<file path="config.mk">
export PLATFORM = sky130hd
export DESIGN_NAME = video_wr_burst_master
export DESIGN_NICKNAME = d
export VERILOG_FILES = /design/src/rtl/video_wr_burst_master_pkg.sv /design/src/rtl/video_wr_burst_master_sync_fifo.sv /design/src/rtl/video_wr_burst_master.sv
export SDC_FILE = /design/constraint.sdc
export NUM_CORES = 1
export LEC_CHECK = 0
export ABC_AREA = 1
export CORE_ASPECT_RATIO = 0.5
export CORE_MARGIN = 2
export CORE_UTILIZATION = 60
export CTS_CLUSTER_SIZE = 10
export DETAILED_ROUTE_END_ITERATION = 12
export PLACE_DENSITY = 0.85
export SKIP_LAST_GASP = 1
export SYNTH_ARGS = -nofsm -noshare
export SYNTH_HDL_FRONTEND = slang
export SYNTH_SLANG_ARGS = --single-unit
</file>
<file path="constraint.sdc">
create_clock -name i_clk -period 8 [get_ports i_clk]
set_input_delay 0.8 -clock i_clk [delete_from_list [all_inputs] [get_ports i_clk]]
set_output_delay 0.8 -clock i_clk [all_outputs]
set_load 0.05 [all_outputs]
</file>
<file path="src/rtl/video_wr_burst_master_pkg.sv">
// Shared AXI encodings, the AW FSM state type and the AxSIZE helper for the
// video write burst master.
package video_axi_pkg;

    // A burst may never cross this byte boundary.
    localparam int AXI_4K = 4096;

    localparam logic [1:0] BURST_INCR = 2'b01;
    localparam logic [1:0] RESP_OKAY  = 2'b00;

    typedef enum logic [1:0] {
        AW_IDLE,
        AW_SEND,
        AW_SPLIT
    } aw_state_t;

    // AxSIZE encoding for a bus of the given width in bits.
    function automatic logic [2:0] axsize(input int width);
        return 3'($clog2(width / 8));
    endfunction

endpackage

</file>
<file path="src/rtl/video_wr_burst_master_sync_fifo.sv">
// Single-clock first-word-fall-through FIFO. The head entry is readable
// combinationally whenever empty is low; pop advances to the next entry.
module sync_fifo #(
    parameter int WIDTH = 8,
    parameter int DEPTH = 4
) (
    input  logic             clk,
    input  logic             rst_n,
    input  logic             push,
    input  logic [WIDTH-1:0] wdata,
    input  logic             pop,
    output logic [WIDTH-1:0] rdata,
    output logic             full,
    output logic             empty
);

    localparam int IW = (DEPTH > 1) ? $clog2(DEPTH) : 1;
    localparam int CW = $clog2(DEPTH + 1);

    logic [WIDTH-1:0] mem [DEPTH];
    logic [IW-1:0]    wptr;
    logic [IW-1:0]    rptr;
    logic [CW-1:0]    count;
    logic             do_push;
    logic             do_pop;

    assign full    = (count == CW'(DEPTH));
    assign empty   = (count == '0);
    assign do_push = push && !full;
    assign do_pop  = pop && !empty;
    assign rdata   = mem[rptr];

    function automatic logic [IW-1:0] next_ptr(input logic [IW-1:0] p);
        return (p == IW'(DEPTH - 1)) ? '0 : p + IW'(1);
    endfunction

    // Storage write.
    // NOTE: the data array has no reset; emptiness is tracked by count, so
    // stale entries are never observed and the array can map to plain RAM.
    always_ff @(posedge clk) begin
        if (do_push) begin
            mem[wptr] <= wdata;
        end
    end

    // Pointer and occupancy tracking.
    // NOTE: all sequential state uses non-blocking assignment so every flop
    // samples pre-edge values regardless of block ordering.
    always_ff @(posedge clk or negedge rst_n) begin
        if (!rst_n) begin
            wptr  <= '0;
            rptr  <= '0;
            count <= '0;
        end else begin
            if (do_push) wptr <= next_ptr(wptr);
            if (do_pop)  rptr <= next_ptr(rptr);
            case ({do_push, do_pop})
                2'b10:   count <= count + CW'(1);
                2'b01:   count <= count - CW'(1);
                default: count <= count;
            endcase
        end
    end

endmodule

</file>
<file path="src/rtl/video_wr_burst_master.sv">
// AXI4 write master: queues burst commands, splits them at 4 KB boundaries,
// issues AW with a bounded number outstanding, generates WLAST from the
// queued sub-burst lengths and tracks B responses.
module video_wr_burst_master
    import video_axi_pkg::*;
#(
    parameter int         AXI_DATA_WIDTH  = 128,
    parameter int         AXI_ADDR_WIDTH  = 32,
    parameter logic [3:0] AXI_ID          = 4'd0,
    parameter int         CMD_DEPTH       = 16,
    parameter int         MAX_OUTSTANDING = 8
) (
    input  logic                              i_clk,
    input  logic                              i_reset_n,
    input  logic                              i_cmd_valid,
    output logic                              o_cmd_ready,
    input  logic [AXI_ADDR_WIDTH-1:0]         i_cmd_addr,
    input  logic [7:0]                        i_cmd_len,
    input  logic                              i_wdata_valid,
    output logic                              o_wdata_ready,
    input  logic [AXI_DATA_WIDTH-1:0]         i_wdata,
    input  logic [AXI_DATA_WIDTH/8-1:0]       i_wstrb,
    output logic                              m_axi_awvalid,
    input  logic                              m_axi_awready,
    output logic [AXI_ADDR_WIDTH-1:0]         m_axi_awaddr,
    output logic [7:0]                        m_axi_awlen,
    output logic [3:0]                        m_axi_awid,
    output logic [2:0]                        m_axi_awsize,
    output logic [1:0]                        m_axi_awburst,
    output logic                              m_axi_awlock,
    output logic [3:0]                        m_axi_awcache,
    output logic [2:0]                        m_axi_awprot,
    output logic [3:0]                        m_axi_awqos,
    output logic                              m_axi_wvalid,
    input  logic                              m_axi_wready,
    output logic [AXI_DATA_WIDTH-1:0]         m_axi_wdata,
    output logic [AXI_DATA_WIDTH/8-1:0]       m_axi_wstrb,
    output logic                              m_axi_wlast,
    input  logic                              m_axi_bvalid,
    input  logic [1:0]                        m_axi_bresp,
    input  logic [3:0]                        m_axi_bid,
    output logic                              m_axi_bready,
    output logic [$clog2(MAX_OUTSTANDING):0]  o_outstanding,
    output logic                              o_busy,
    output logic                              o_bresp_err,
    output logic                              o_align_err,
    input  logic                              i_err_clr
);

    localparam int SH = $clog2(AXI_DATA_WIDTH / 8);
    localparam int OW = $clog2(MAX_OUTSTANDING) + 1;
    localparam int PW = AXI_ADDR_WIDTH - 12;
    localparam int CW = AXI_ADDR_WIDTH + 8;

    aw_state_t                 aw_state;
    logic                      cmd_ready_en;
    logic                      cmd_push, cmd_pop, cmd_full, cmd_empty;
    logic [CW-1:0]             cmd_wdata, cmd_rdata;
    logic                      len_push, len_pop, len_full, len_empty;
    logic [7:0]                len_rdata;
    logic [AXI_ADDR_WIDTH-1:0] rem_addr, src_addr, next_addr;
    logic [7:0]                rem_len, src_len, first_len, next_len;
    logic                      rem_pending, need_split, aw_load;
    logic [12:0]               room;
    logic [8:0]                len_p1;
    logic                      w_active, w_hs;
    logic [7:0]                w_len, w_cnt;
    logic                      aw_hs, b_hs;
    logic                      unused_bid;

    // Commands are stored with the sub-beat address bits already cleared.
    assign cmd_wdata   = {i_cmd_addr[AXI_ADDR_WIDTH-1:SH], {SH{1'b0}}, i_cmd_len};
    assign o_cmd_ready = cmd_ready_en && !cmd_full;
    assign cmd_push    = i_cmd_valid && o_cmd_ready;
    assign cmd_pop     = aw_load && (aw_state == AW_IDLE);
    assign len_push    = aw_load;

    sync_fifo #(.WIDTH(CW), .DEPTH(CMD_DEPTH)) u_cmd_fifo (
        .clk(i_clk), .rst_n(i_reset_n), .push(cmd_push), .wdata(cmd_wdata),
        .pop(cmd_pop), .rdata(cmd_rdata), .full(cmd_full), .empty(cmd_empty)
    );

    sync_fifo #(.WIDTH(8), .DEPTH(MAX_OUTSTANDING)) u_len_fifo (
        .clk(i_clk), .rst_n(i_reset_n), .push(len_push), .wdata(first_len),
        .pop(len_pop), .rdata(len_rdata), .full(len_full), .empty(len_empty)
    );

    // Size the next sub-burst so it stops at the 4 KB boundary; remainders
    // are re-evaluated the same way, so wide buses may split several times.
    // NOTE: every variable gets a default first so no path infers a latch.
    always_comb begin
        src_addr = rem_addr;
        src_len  = rem_len;
        if (aw_state == AW_IDLE) begin
            src_addr = cmd_rdata[CW-1:8];
            src_len  = cmd_rdata[7:0];
        end
        room       = (13'(AXI_4K) - {1'b0, src_addr[11:0]}) >> SH;
        len_p1     = {1'b0, src_len} + 9'd1;
        need_split = ({4'b0, len_p1} > room);
        first_len  = need_split ? 8'(room - 13'd1) : src_len;
        next_addr  = {src_addr[AXI_ADDR_WIDTH-1:12] + PW'(1), 12'h000};
        next_len   = src_len - 8'(room);
    end

    assign aw_load = (((aw_state == AW_IDLE) && !cmd_empty) || (aw_state == AW_SPLIT))
                     && (o_outstanding < OW'(MAX_OUTSTANDING)) && !len_full;

    // AW FSM with registered channel outputs held until awready.
    always_ff @(posedge i_clk or negedge i_reset_n) begin
        if (!i_reset_n) begin
            aw_state      <= AW_IDLE;
            m_axi_awvalid <= 1'b0;
            m_axi_awaddr  <= '0;
            m_axi_awlen   <= '0;
            rem_pending   <= 1'b0;
            rem_addr      <= '0;
            rem_len       <= '0;
        end else begin
            case (aw_state)
                AW_IDLE, AW_SPLIT: begin
                    if (aw_load) begin
                        m_axi_awvalid <= 1'b1;
                        m_axi_awaddr  <= src_addr;
                        m_axi_awlen   <= first_len;
                        rem_pending   <= need_split;
                        rem_addr      <= next_addr;
                        rem_len       <= next_len;
                        aw_state      <= AW_SEND;
                    end
                end
                AW_SEND: begin
                    if (m_axi_awready) begin
                        m_axi_awvalid <= 1'b0;
                        aw_state      <= rem_pending ? AW_SPLIT : AW_IDLE;
                    end
                end
                default: aw_state <= AW_IDLE;
            endcase
        end
    end

    assign aw_hs = m_axi_awvalid && m_axi_awready;
    assign b_hs  = m_axi_bvalid && (o_outstanding != '0);

    // Outstanding AW count: up on AW, down on B, unchanged when both occur.
    always_ff @(posedge i_clk or negedge i_reset_n) begin
        if (!i_reset_n) begin
            o_outstanding <= '0;
        end else if (aw_hs && !b_hs) begin
            o_outstanding <= o_outstanding + OW'(1);
        end else if (b_hs && !aw_hs) begin
            o_outstanding <= o_outstanding - OW'(1);
        end
    end

    // W engine: stream passes straight through while a sub-burst is active.
    assign m_axi_wvalid  = w_active && i_wdata_valid;
    assign o_wdata_ready = w_active && m_axi_wready;
    assign m_axi_wdata   = i_wdata;
    assign m_axi_wstrb   = i_wstrb;
    assign m_axi_wlast   = w_active && (w_cnt == w_len);
    assign w_hs          = m_axi_wvalid && m_axi_wready;
    assign len_pop       = !len_empty && (!w_active || (w_hs && m_axi_wlast));

    // Beat counter; chains straight into the next length when one is queued.
    always_ff @(posedge i_clk or negedge i_reset_n) begin
        if (!i_reset_n) begin
            w_active <= 1'b0;
            w_len    <= '0;
            w_cnt    <= '0;
        end else if (len_pop) begin
            w_active <= 1'b1;
            w_len    <= len_rdata;
            w_cnt    <= '0;
        end else if (w_hs) begin
            if (m_axi_wlast) begin
                w_active <= 1'b0;
                w_cnt    <= '0;
            end else begin
                w_cnt <= w_cnt + 8'd1;
            end
        end
    end

    // Sticky error flags and post-reset command acceptance; a new error
    // takes priority over a clear in the same cycle.
    always_ff @(posedge i_clk or negedge i_reset_n) begin
        if (!i_reset_n) begin
            cmd_ready_en <= 1'b0;
            o_bresp_err  <= 1'b0;
            o_align_err  <= 1'b0;
        end else begin
            cmd_ready_en <= 1'b1;
            if (m_axi_bvalid && (m_axi_bresp != RESP_OKAY)) o_bresp_err <= 1'b1;
            else if (i_err_clr)                            o_bresp_err <= 1'b0;
            if (cmd_push && (|i_cmd_addr[SH-1:0]))          o_align_err <= 1'b1;
            else if (i_err_clr)                            o_align_err <= 1'b0;
        end
    end

    assign o_busy = !cmd_empty || (aw_state != AW_IDLE) || w_active || !len_empty
                    || (o_outstanding != '0);

    assign m_axi_awid    = AXI_ID;
    assign m_axi_awsize  = axsize(AXI_DATA_WIDTH);
    assign m_axi_awburst = BURST_INCR;
    assign m_axi_awlock  = 1'b0;
    assign m_axi_awcache = 4'd0;
    assign m_axi_awprot  = 3'd0;
    assign m_axi_awqos   = 4'd0;
    assign m_axi_bready  = 1'b1;
    assign unused_bid    = &{1'b0, m_axi_bid};

endmodule

</file>
# ---- Word-level counts from Yosys, hierarchy flattened
# Memory sizes are Yosys's and may differ from the RTL's. A register that Yosys moved wholly into a read port is not among the register bits.
# Cells that the tools add are included.
dict set report totals {
  mem_count 2
  ram_bits 640
  word_cells 141
  regBits 111
  in_bits 198
}
dict set report classes {
  n_addsub 16
  eq_ne 15
  reduce_logical 56
  muxes 31
  n_lt_le_gt_ge 2
}
# memory words width rd rd_clocked_by_memory_dff write_ports line
set mem_list {}
lappend mem_list {u_cmd_fifo.mem 16 36 1 0 1 video_wr_burst_master_sync_fifo.sv:20} ;# logic [WIDTH-1:0] mem [DEPTH];
lappend mem_list {u_len_fifo.mem 8 8 1 1 1 video_wr_burst_master_sync_fifo.sv:20}
# cell n
set ops {}
lappend ops {{two-way mux 8 bit} 5}
lappend ops {{two-way mux 32 bit} 1}
lappend ops {{logical AND 1 bit} 22}
lappend ops {{adder 20 x 1 -> 20 bit, second input constant} 1}
lappend ops {{nonzero test 2 bit} 10}
lappend ops {{adder 4 x 1 -> 4 bit, second input constant} 4}
lappend ops {{two-way mux 4 bit} 4}
lappend ops {{subtractor 13 x 12 -> 13 bit, first input constant} 1}
lappend ops {{equality test 4 bit, second input constant} 3}
lappend ops {{two-way mux 1 bit} 12}
lappend ops {{case mux 5 bit (2 select lines)} 1}
lappend ops {{adder 8 x 1 -> 9 bit, second input constant} 1}
lappend ops {{> comparator 9 bit} 1}
lappend ops {{adder 8 x 1 -> 8 bit, second input constant} 1}
lappend ops {{equality test 8 bit} 1}
lappend ops {{zero test 1 bit} 8}
lappend ops {{case mux 4 bit (2 select lines)} 1}
lappend ops {{subtractor 4 x 1 -> 4 bit, second input constant} 2}
lappend ops {{subtractor 8 x 1 -> 8 bit, second input constant} 1}
lappend ops {{subtractor 8 bit} 1}
lappend ops {{adder 3 x 1 -> 3 bit, second input constant} 2}
lappend ops {{equality test 2 x 1 -> 1 bit, second input constant} 3}
lappend ops {{equality test 2 bit, second input constant} 3}
lappend ops {{equality test 3 bit, second input constant} 2}
lappend ops {{other kinds (18)} 29}

# ---- Depth between registers and ports, before layout
dict set report depth {
  word_depth 10
  mapped_depth 29
  mapped_depth_nobuf 27
}

# ---- Modules after synthesis
# Synthesis repeated with hierarchy kept, for this count alone.
dict set report hier_totals {
  cells_unflattened 4203
  area_unflattened_um2 39574.2
}
# module cells_per_inst seq_area_each_um2 n_inst area_each_um2
set by_module_without_submodules {}
lappend by_module_without_submodules {{sync_fifo at u_cmd_fifo} 2856 19543.7 1 28738.8}
lappend by_module_without_submodules {video_wr_burst_master 983 2402.3 1 7403.4}
lappend by_module_without_submodules {{sync_fifo at u_len_fifo} 364 2172.1 1 3432.0}

# ---- Worst setup path before layout
# Ideal clock, no wire load.
dict set report synth_path {
  kind {reg2reg}
  from {register u_cmd_fifo.rptr[0]}
  to {memory u_len_fifo.mem[0][4], data pin}
  t_required_ns 7.725
  stages_incl_launch_ff 25
  path_slack_ns 4.290
  arrival_time_ns 3.435
  n_path_buf 2
  setup_ns 0.275
  path_cell_list {dfrtp_1 -> buf_6 -> buf_6 -> or2_2 -> nand3_1 -> o21ai_0 -> nand2_1 -> nand2_1 -> nor2_1 -> nand2_1 -> nand2_1 -> inv_1 -> ha_1 -> nand2_1 -> nor2_1 -> nand3_1 -> xor2_1 -> inv_1 -> ha_1 -> nand2_1 -> nor4_1 -> nand4_4 -> nand2_4 -> nand2_1 -> and2_1}
}
dict set report synth_via {
  elab_chain_len 5
  word_cells_on_any_way 8
}
# item line
set synth_lines {}
lappend synth_lines {{from (decl)} video_wr_burst_master_sync_fifo.sv:22} ;# logic [IW-1:0] rptr;
lappend synth_lines {{from (signal assigned)} video_wr_burst_master_sync_fifo.sv:56} ;# if (do_pop) rptr <= next_ptr(rptr);
lappend synth_lines {{memory read (16 x 36 bit) (*)} n/a}
lappend synth_lines {{two-way mux 32 bit / two-way mux 8 bit (equally long branches)} video_wr_burst_master.sv:94} ;# if (aw_state == AW_IDLE) begin
lappend synth_lines {{subtractor 13 x 12 -> 13 bit / adder 8 x 1 -> 9 bit (equally long branches)} {video_wr_burst_master.sv:98, video_wr_burst_master.sv:99}}
lappend synth_lines {{subtractor 8 x 1 -> 8 bit / > comparator 9 bit (equally long branches)} {video_wr_burst_master.sv:101, video_wr_burst_master.sv:100}}
lappend synth_lines {{two-way mux 8 bit (*)} video_wr_burst_master.sv:101} ;# first_len = need_split ? 8'(room - 13'd1) : src_len;
lappend synth_lines {{net first_len[4]} video_wr_burst_master.sv:62} ;# logic [7:0] rem_len, src_len, first_len, next_len;
lappend synth_lines {{to (decl)} video_wr_burst_master_sync_fifo.sv:20}
# Mark *: on every way through the listed nets, which the timed path passes. The rest lies on a longest branch.

# ---- Worst setup path in the final report
dict set report layout_path {
  from {register u_cmd_fifo.rptr[0]}
  to {register rem_addr[26]}
}
dict set report layout_via {
  elab_chain_len 3
}
# item line
set layout_lines {}
lappend layout_lines {{memory read (16 x 36 bit)} n/a}
lappend layout_lines {{two-way mux 32 bit} video_wr_burst_master.sv:94}
lappend layout_lines {{net src_addr[13]} video_wr_burst_master.sv:61} ;# logic [AXI_ADDR_WIDTH-1:0] rem_addr, src_addr, next_addr;
lappend layout_lines {{adder 20 x 1 -> 20 bit} video_wr_burst_master.sv:102} ;# next_addr = {src_addr[AXI_ADDR_WIDTH-1:12] + PW'(1), 12'h000};
lappend layout_lines {{to (signal assigned)} video_wr_burst_master.sv:127} ;# rem_addr <= next_addr;
lappend layout_lines {{to (decl)} video_wr_burst_master.sv:61}
# The timed path passes the listed nets, and every way through them passes these cells.
# A chain may end at the register's enable or synchronous reset.

==> reports/metrics.cfg <==
[power]
ir_drop_mv=0.286
power_frac_comb_pct=42.0
clkPwrFrac_pct=22.6
p_switching_w=0.00649
p_int_w=0.00898
p_total_w=0.0155
cellLeakagePower_nw=13.3
power.density_nw_per_um2=426
share_seq_of_total_power_pct=35.4
switching_share_pct=42.0

[die]
fp.dieW_um=339
std_cell_rows=61
start_util_pct=60.7
core_area_sq_um=55500
die-area_sq_um=58100
die_h_um=171
ioPinCount=416

[placed_design]
dpl_worst_slack_ns=2.25
gp_congestion=0.915
port_buffers=97
place_hpwl_um=48300

[clock_network]
worstSkewPairLatency_ns=0.65
clock-root-buffer=clkbuf_16
h-tree-depth=3
clk_pin_slew_ns=0.05
numCtsBuffers=85
cts_setup_buffers=0
postCtsResizedCells=0
cts_tree=built
cts.sinks=755
clk_path_buf_depth=3
hold_buffers=0

[synth]
syn_avg_cell_area_sq_um=11.1
ys_async_sr_fraction_pct=15.2
synthFlopType=edfxtp_1
ys_types=56
yosysWarnings=0
synthCells=3027
ys_seq_area_share_pct=65.6
synth_enable_flop_cells=640
mappedNetlistArea_sq_um=33700
synth.ff_latch_count=755

[worst_setup_path]
crit_fanout=118
reg2regPathDepth=20
cpMostUsedCell=nand2_1
reg2reg_setup_slack_ns=2.05
cpMaxStageDelayCell=buf_4
reg2reg_to=rem_addr[26]$_DFFE_PN0P_
crit_chain=inv_6 -> buf_4 -> buf_4 -> o21ai_0 -> o22ai_1 -> a21oi_1 -> nand2_1 -> o21ai_1 -> inv_1 -> ha_1 -> o211ai_1 -> nor2_2 -> nand3_1 -> nor2_1 -> inv_1 -> nor2_4 -> nand2_1 -> xor2_1 -> nand2_1 -> nand2_1
critPathLaunch=u_cmd_fifo.rptr[0]$_DFFE_PN0P_
arrival_ns=6.45
worstSetupEndpointType=register
slowest_delay_ns=0.98
start_kind=register
r2r-start=u_cmd_fifo.rptr[0]$_DFFE_PN0P_
worstSetupPathType=reg2reg
critPathRequiredTime_ns=8.50
cp-endpoint=rem_addr[26]$_DFFE_PN0P_

[drt]
vias_per_cell=6.16
via_count=23191
wl_um=86600
ant_nets=0
post_drt_wl_per_cell_um=23.0
drt_iter0_drc=3345
firstDrtPassIters=7
drc_errors=0

[run]
drv_cap=0

[grt]
grt_pass1_wl_um=129000
grt_pass1_vias=22183
grt_overflow=0
antenna_found_initial=6
track_usage_pct=29.4
grt_max_degree=119

[sta]
skew_ns=0.0404
hold_viol_final=0
tns_ns=0
grt_setup_unrepaired=false
finalCritPeriodShare_pct=74.4
setup_ws_ns=2.05
maxSlewHeadroom_pct=20.6
clock.fmax_ghz=0.168
worst_pin_slew_ns=1.19
setup_viol=0
slew_viol_final=0
finalHoldWorstSlack_ns=0.237
post-route-min-period_ns=5.95

[finish]
area_growth_pct=7.93
fill_cells=3599
final_common_cell=edfxtp_1
num-nets-final=3195
mostFrequentLayoutCells=edfxtp_1 (640), nand2_1 (501), nor2_1 (440), o21ai_0 (294), nand3_1 (155)
drive_above_1_share_pct=6.39

[worst_hold_path]
hp-class=in2async

[status]
status=completed

worst max-delay path, delay by kind of cell (launching register included):
| family | cells | cell delay, ns |
|---|---|---|
| compound gates | 5 | 0.86 |
| xor+xnor | 1 | 0.14 |
| fa+ha+maj | 1 | 0.21 |
| buf+inv | 5 | 2.49 |
| flops | 1 | 0.77 |
| simple gates | 8 | 1.11 |
cells by family (layout without fill, tap and decap cells):
family	Yosys count	count (layout)	synth area share (%)
AOI/OAI and AO/OA	532	532	9.02
xor gates and xnor gates	31	31	0.807
adders and majority gates	41	41	1.61
buffers and inverters	474	427	8.30
DFF	755	755	65.6
other	2	29	0.0223
and+or+nand+nor	1192	1192	14.6
cell usage after synthesis (all sizes together) (4+ instances only):
cell type | n | share of area, %
o22ai | 64 | 1.2
a31oi | 10 | 0.19
a21oi | 40 | 0.71
edfxtp | 640 | 57
nand2 | 511 | 5.8
dfrtp | 115 | 8.5
nor2 | 465 | 5.3
nand3b | 7 | 0.16
nor4 | 7 | 0.13
clkbuf | 41 | 0.46
o211ai | 41 | 0.93
o21ai | 337 | 5.0
nor3 | 10 | 0.15
inv | 155 | 1.7
ha | 37 | 1.4
or2 | 8 | 0.15
fa | 4 | 0.24
o221ai | 16 | 0.42
a21o | 4 | 0.089
xor2 | 20 | 0.52
o21a | 7 | 0.16
nand3 | 155 | 2.3
and2 | 7 | 0.13
xnor2 | 11 | 0.29
nand4 | 19 | 0.42
buf | 274 | 6.1
clkinv | 4 | 0.045
sequential cells by signal (all words and copies together) (netlist names), 5 cells and up:
register	flops
u_len_fifo.mem	64
rem_addr	20
m_axi_awlen	8
m_axi_awaddr	28
u_cmd_fifo.count	5
w_cnt	8
rem_len	8
u_cmd_fifo.mem	576
w_len	8
power by group through the flow:
stage / Combinational (W) / Sequential [W] / Clock, W
floorplan: 0.00462 / 0.00569 / 0
global placement: 0.00597 / 0.00551 / 0
detailed placement: 0.00621 / 0.00553 / 0
CTS: 0.00635 / 0.00547 / 0.00349
global route: 0.00710 / 0.00552 / 0.00367
finish: 0.00650 / 0.00548 / 0.00349
cell type report:
class	count	area (sq um)	area share [%]
diodes	2	5.00	0.0138
clock buffers	127	2280	6.29
clock inverters	9	153	0.420
inverters	159	603	1.66
multi-input cells	1823	9000	24.8
flip-flops and latches	755	22100	60.8
well taps	756	946	2.60
repair buffers	132	1230	3.39
per-layer routing:
layer	global-route usage [%]	vias to the layer above	wire length, um
li1	-	10156	-
met1	36.0	10909	29900
met2	46.9	1811	40100
met3	11.0	305	13000
met4	13.6	10	3590
met5	0.833	-	90
how the worst min path moves through the flow:
| stage | slack [ns] | depth (start not counted) | to | from |
|---|---|---|---|---|
| 2_1_floorplan | 0.44 | 2 | rem_addr[13]$_DFFE_PN0P_ | rem_addr[13]$_DFFE_PN0P_ |
| 3_3_place_gp | 0.46 | 2 | rem_addr[13]$_DFFE_PN0P_ | rem_addr[13]$_DFFE_PN0P_ |
| 3_5_place_dp | 0.47 | 2 | rem_len[1]$_DFFE_PN0P_ | rem_len[1]$_DFFE_PN0P_ |
| 4_1_cts | 0.23 | 1 | u_cmd_fifo.rptr[2]$_DFFE_PN0P_ | i_reset_n |
| 5_1_grt | 0.27 | 1 | u_cmd_fifo.rptr[2]$_DFFE_PN0P_ | i_reset_n |
| 6_report | 0.24 | 1 | u_cmd_fifo.rptr[2]$_DFFE_PN0P_ | i_reset_n |
per-stage QoR:
| stage | instances | instance area (sq um) | util, % |
|---|---|---|---|
| floorplan | 3052 | 33800 | - |
| global placement | 3625 | 33900 | 61.1 |
| detailed placement | 3625 | 33900 | 61.1 |
| CTS | 3761 | 36300 | 65.5 |
| global route | 3763 | 36300 | 65.5 |
| finish | 3763 | 36300 | 65.5 |
(Power assumes the default switching activity.)
